### config.mk
export PLATFORM = sky130hd
export DESIGN_NAME = decoder38_seq
export DESIGN_NICKNAME = d
export VERILOG_FILES = /design/src/rtl/decoder38_seq.sv
export SDC_FILE = /design/constraint.sdc
export NUM_CORES = 1
export LEC_CHECK = 0
export ABC_AREA = 1
export CORE_AREA = 5 5 75 60
export CTS_CLUSTER_SIZE = 16
export DETAILED_ROUTE_END_ITERATION = 10
export DIE_AREA = 0 0 80 65
export PLACE_DENSITY_LB_ADDON = 0.25
export SETUP_SLACK_MARGIN = 0.4
export SKIP_LAST_GASP = 1
export SLEW_MARGIN = 40
export SYNTH_ARGS = -nofsm -noshare
export SYNTH_HDL_FRONTEND = slang
export SYNTH_SLANG_ARGS = --single-unit
### constraint.sdc
create_clock -name iClk -period 4 [get_ports iClk]
set_clock_uncertainty 0.1 [all_clocks]
set_input_delay 0.8 -clock iClk [delete_from_list [all_inputs] [get_ports iClk]]
set_output_delay 0.8 -clock iClk [all_outputs]
set_load 0.02 [all_outputs]
### src/rtl/decoder38_seq.sv
// Registered 3-to-8 one-hot decoder with two operating modes.
// Direct mode decodes a handshaked 3-bit code and holds the one-hot result
// for HOLD_CYCLES cycles; scan mode free-runs a code counter that advances
// every SCAN_DIV cycles, giving a rotating one-hot select for display or LED
// multiplexing. Every output comes straight from a flop.
module decoder38_seq #(
    parameter int unsigned HOLD_CYCLES = 2,
    parameter int unsigned SCAN_DIV    = 4
) (
    input  logic       iClk,
    input  logic       iRst_n,
    input  logic       iMode,
    input  logic       iValid,
    input  logic [2:0] iData,
    output logic       oReady,
    output logic       oValid,
    output logic [7:0] oData,
    output logic [2:0] oCode,
    output logic       oWrap
);

    // Counter widths, kept at least one bit so the degenerate settings of 1 still elaborate
    localparam int unsigned HOLD_W = (HOLD_CYCLES > 1) ? $clog2(HOLD_CYCLES) : 1;
    localparam int unsigned DIV_W  = (SCAN_DIV > 1)    ? $clog2(SCAN_DIV)    : 1;

    localparam logic [HOLD_W-1:0] HOLD_LAST = HOLD_W'(HOLD_CYCLES - 1);
    localparam logic [DIV_W-1:0]  DIV_LAST  = DIV_W'(SCAN_DIV - 1);

    typedef enum logic [1:0] {
        IDLE = 2'd0,
        HOLD = 2'd1,
        SCAN = 2'd2
    } state_e;

    state_e            state_q, state_d;
    logic [HOLD_W-1:0] hold_q,  hold_d;
    logic [DIV_W-1:0]  div_q,   div_d;
    logic [7:0]        data_q,  data_d;
    logic [2:0]        code_q,  code_d;
    logic              valid_q, valid_d;
    logic              ready_q, ready_d;
    logic              wrap_q,  wrap_d;

    // Next-state and next-output decision for all three modes
    always_comb begin
        state_d = state_q;
        hold_d  = hold_q;
        div_d   = div_q;
        data_d  = data_q;
        code_d  = code_q;
        valid_d = valid_q;
        ready_d = ready_q;
        wrap_d  = 1'b0;

        case (state_q)
            IDLE: begin
                if (iMode) begin
                    // Scan always starts from code 0 with a fresh dwell; iValid is ignored
                    state_d = SCAN;
                    code_d  = 3'd0;
                    data_d  = 8'h01;
                    valid_d = 1'b1;
                    ready_d = 1'b0;
                    div_d   = '0;
                end else if (iValid) begin
                    state_d = HOLD;
                    code_d  = iData;
                    data_d  = 8'h01 << iData;
                    valid_d = 1'b1;
                    ready_d = 1'b0;
                    hold_d  = '0;
                end
            end

            HOLD: begin
                // Inputs are deliberately not looked at until the hold expires
                if (hold_q == HOLD_LAST) begin
                    state_d = IDLE;
                    code_d  = 3'd0;
                    data_d  = 8'h00;
                    valid_d = 1'b0;
                    ready_d = 1'b1;
                    hold_d  = '0;
                end else begin
                    hold_d = hold_q + HOLD_W'(1);
                end
            end

            SCAN: begin
                if (!iMode) begin
                    // Leaving scan abandons the current dwell immediately
                    state_d = IDLE;
                    code_d  = 3'd0;
                    data_d  = 8'h00;
                    valid_d = 1'b0;
                    ready_d = 1'b1;
                    div_d   = '0;
                end else if (div_q == DIV_LAST) begin
                    div_d  = '0;
                    code_d = code_q + 3'd1;
                    data_d = {data_q[6:0], data_q[7]};
                    wrap_d = (code_q == 3'd7);
                end else begin
                    div_d = div_q + DIV_W'(1);
                end
            end

            default: begin
                state_d = IDLE;
                hold_d  = '0;
                div_d   = '0;
                code_d  = 3'd0;
                data_d  = 8'h00;
                valid_d = 1'b0;
                ready_d = 1'b1;
            end
        endcase
    end

    // State and output registers, cleared asynchronously
    always_ff @(posedge iClk or negedge iRst_n) begin
        if (!iRst_n) begin
            state_q <= IDLE;
            hold_q  <= '0;
            div_q   <= '0;
            data_q  <= 8'h00;
            code_q  <= 3'd0;
            valid_q <= 1'b0;
            ready_q <= 1'b1;
            wrap_q  <= 1'b0;
        end else begin
            state_q <= state_d;
            hold_q  <= hold_d;
            div_q   <= div_d;
            data_q  <= data_d;
            code_q  <= code_d;
            valid_q <= valid_d;
            ready_q <= ready_d;
            wrap_q  <= wrap_d;
        end
    end

    assign oReady = ready_q;
    assign oValid = valid_q;
    assign oData  = data_q;
    assign oCode  = code_q;
    assign oWrap  = wrap_q;

    // oData is empty exactly when nothing is valid, otherwise one-hot at oCode
    a_onehot: assert property (@(posedge iClk) disable iff (!iRst_n)
        (oValid ? (oData == (8'h01 << oCode)) : (oData == 8'h00)));

    // Ready and valid are never both asserted
    a_ready_valid: assert property (@(posedge iClk) disable iff (!iRst_n)
        !(oReady && oValid));

endmodule

==> flow_metrics.env <==
export IMPL_r2r_start="state_q[0]"
export IMPL_drv_cap=0
export IMPL_vdd_drop_max_uv=179
export IMPL_post_cts_resized=0
export IMPL_start_kind="input port"
export IMPL_synth_fp_nets=154
export IMPL_grt_pass1_wl_mm=4.40
export IMPL_via_per_inst=4.37
export IMPL_cp_depth=7
export IMPL_wl_mm=2.50
export IMPL_die_area_sq_mm=0.00520
export IMPL_worst_setup_path_type="in2reg"
export IMPL_syn_to_final_growth_pct=27.0
export IMPL_synthCells=144
export IMPL_timing_final_crit_share_pct=57.3
export IMPL_synth_area_top_cells="dfrtp_1 43%, nand2_1 25%, nand3_1 5.8%"
export IMPL_setup_tns_final_ns=0
export IMPL_synth_top_area_cell="dfrtp_1"
export IMPL_hold_buffers=0
export IMPL_die_y_um=65
export IMPL_r2r_slack_ns=2.08
export IMPL_ys_types=19
export IMPL_rr_worst_depth=5
export IMPL_syn_area_sq_mm=0.00104
export IMPL_max_slew_margin_pct=57.1
export IMPL_synth_async_sr_flop_share_pct=100
export IMPL_hp_class="in2async"
export IMPL_synth_ff_type="dfrtp_1"
export IMPL_gp_congestion=0.847
export IMPL_routedWlPerCell_um=11.4
export IMPL_drtIter0Drc=76
export IMPL_drc=0
export IMPL_num_nets_final=175
export IMPL_synth_top_cells_by_count="69 x nand2_1, 18 x dfrtp_1, 12 x nand3_1, 12 x nor2_1, 9 x inv_1"
export IMPL_cts_buffer_depth=2
export IMPL_synth_most_common_cell="nand2_1"
export IMPL_cts_tree="done"
export IMPL_internal_power_uw=467
export IMPL_crit_fanout=12
export IMPL_antenna_found_initial=0
export IMPL_ant_nets=0
export IMPL_overflow=0
export IMPL_num_vias=958
export IMPL_setup_viol=0
export IMPL_worstSkewPairLatency_ns=0.26
export IMPL_critPathRequiredTime_ns=4.10
export IMPL_swShare_pct=43.5
export IMPL_power_switching_uw=360
export IMPL_n_antenna_cell=0
export IMPL_worstPathArrival_ns=2.39
export IMPL_power_frac_seq_pct=37.4
export IMPL_synth_edff_count=0
export IMPL_ios=21
export IMPL_coreArea_sq_mm=0.00380
export IMPL_clock_root_buffer="clkbuf_8"
export IMPL_die_x_um=80
export IMPL_ys_seq_area_share_pct=45.7
export IMPL_status="completed"
export IMPL_drt_first_pass_iters=4
export IMPL_tightest_slew_ns=0.642
export IMPL_min_period_ns=2.29
export IMPL_endpoint_kind="flip-flop"
export IMPL_hold_viol=0
export IMPL_r2r_end="oData[5]"
export IMPL_start_util_pct=27.4
export IMPL_h_tree_depth=1
export IMPL_p_leak_uw=0.000696
export IMPL_cpMaxStageDelayCell="clkdlybuf4s50_1"
export IMPL_worst_path_buf_inv=2
export IMPL_synth_seq_cells=19
export IMPL_synth_top_area_share_pct=43.2
export IMPL_cts_sinks=19
export IMPL_p_per_area_mw_per_mm2=625
export IMPL_row_count=20
export IMPL_p_total_uw=827
export IMPL_p_clk_share_pct=16.5
export IMPL_yosysWarnings=0
export IMPL_post_dp_hpwl_mm=1.92
export IMPL_critical_path_top_delay_family="buffers and inverters"
export IMPL_post_cts_buffers=0
export IMPL_layout_drive_gt1_share_pct=6.71
export IMPL_cts_buffers=3
export IMPL_rsz0062_at_grt="no"
export IMPL_grt_use_total_pct=10.8
export IMPL_critPathMaxStageDelay_ns=0.72
export IMPL_drv_slew=0
export IMPL_crit_top_cell="nand2_1"
export IMPL_grt_pass1_vias=971
export IMPL_fmax_mhz=436
export IMPL_combPwrFrac_pct=46.1
export IMPL_grt_max_degree=20
export IMPL_clk_pin_slew_ns=0.07
export IMPL_worstPathCellList="clkdlybuf4s50_1, inv_1, nor2_1, nand2_1, nand3_1, nand2_1, nand2_1"
export IMPL_avgSynthCellArea_sq_um=7.24
export IMPL_portBuffers=20
-- registers in the layout, summed over array words and instances (netlist names) --
signal / flops
oCode: 3
hold_q: 1
oValid: 1
state_q: 2
oWrap: 1
oData: 8
div_q: 2
oReady: 1
-- worst register-to-register path, delay by kind of cell (launching register included) --
| family | cells | cell delay (ns) |
|---|---|---|
| AND/OR/NAND/NOR | 5 | 1.30 |
| flip-flops | 1 | 0.46 |
-- area by class of cell --
type | instances | area (sq um)
inverters | 11 | 41.3
well taps | 55 | 68.8
fillers | 417 | 2480
clock buffers | 4 | 45.0
repair buffers | 20 | 195
flip-flops and latches | 19 | 477
multi-input cells | 110 | 497
-- how the worst max path moves through the flow --
stage                      start        to
after floorplan            iMode  oData[0]
after global placement     iMode  oCode[0]
after detailed placement   iMode  oData[7]
after CTS                 oReady    oReady
after global routing       iMode  oData[1]
final                      iMode  oData[5]
-- through the flow --
stage	setup slack [ns]	util, %	std cells	hold WS (ns)	area (sq um)
floorplan	2.40	-	144	0.342	1040
global placement	1.50	33.8	215	0.360	1280
detailed placement	1.45	33.6	215	0.359	1280
CTS	1.71	34.8	219	0.377	1320
global route	1.50	34.8	219	0.399	1320
finish	1.71	34.8	219	0.369	1320
-- cell families after synthesis --
family | synth area share (%)
compound gates | 3.72
mux | 0.960
simple gates | 39.4
flops | 45.7
fa+ha+maj | 3.60
buf+inv | 6.60
-- placed cells by master, fill, tap and decap left out --
cell type,instances
nand2_1,69
dfstp_2,1
a31oi_1,1
ha_1,3
o31ai_1,1
nand3_1,12
inv_2,2
clkbuf_1,1
mux2i_1,1
clkdlybuf4s50_1,19
nand3_2,2
o21ai_1,2
dfrtp_1,18
nand3b_1,1
nand4_1,1
nor2_2,2
buf_2,1
inv_1,9
clkbuf_8,3
o21ai_0,3
nor2_1,12
-- layer usage --
metal  part of all wire (%)  track usage, %
met5                      0               0
met4                   0.76            3.38
met3                    4.5            4.31
met2                     44            16.3
met1                     50            14.1
-- power by group through the flow --
| stage | Combinational, uW | Sequential [uW] | Clock, uW |
|---|---|---|---|
| 2_1_floorplan | 219 | 351 | 0 |
| 3_3_place_gp | 379 | 312 | 0 |
| 3_5_place_dp | 384 | 314 | 0 |
| 4_1_cts | 385 | 310 | 142 |
| 5_1_grt | 432 | 320 | 148 |
| 6_report | 381 | 310 | 136 |
Power figures use the tool's default switching activity.
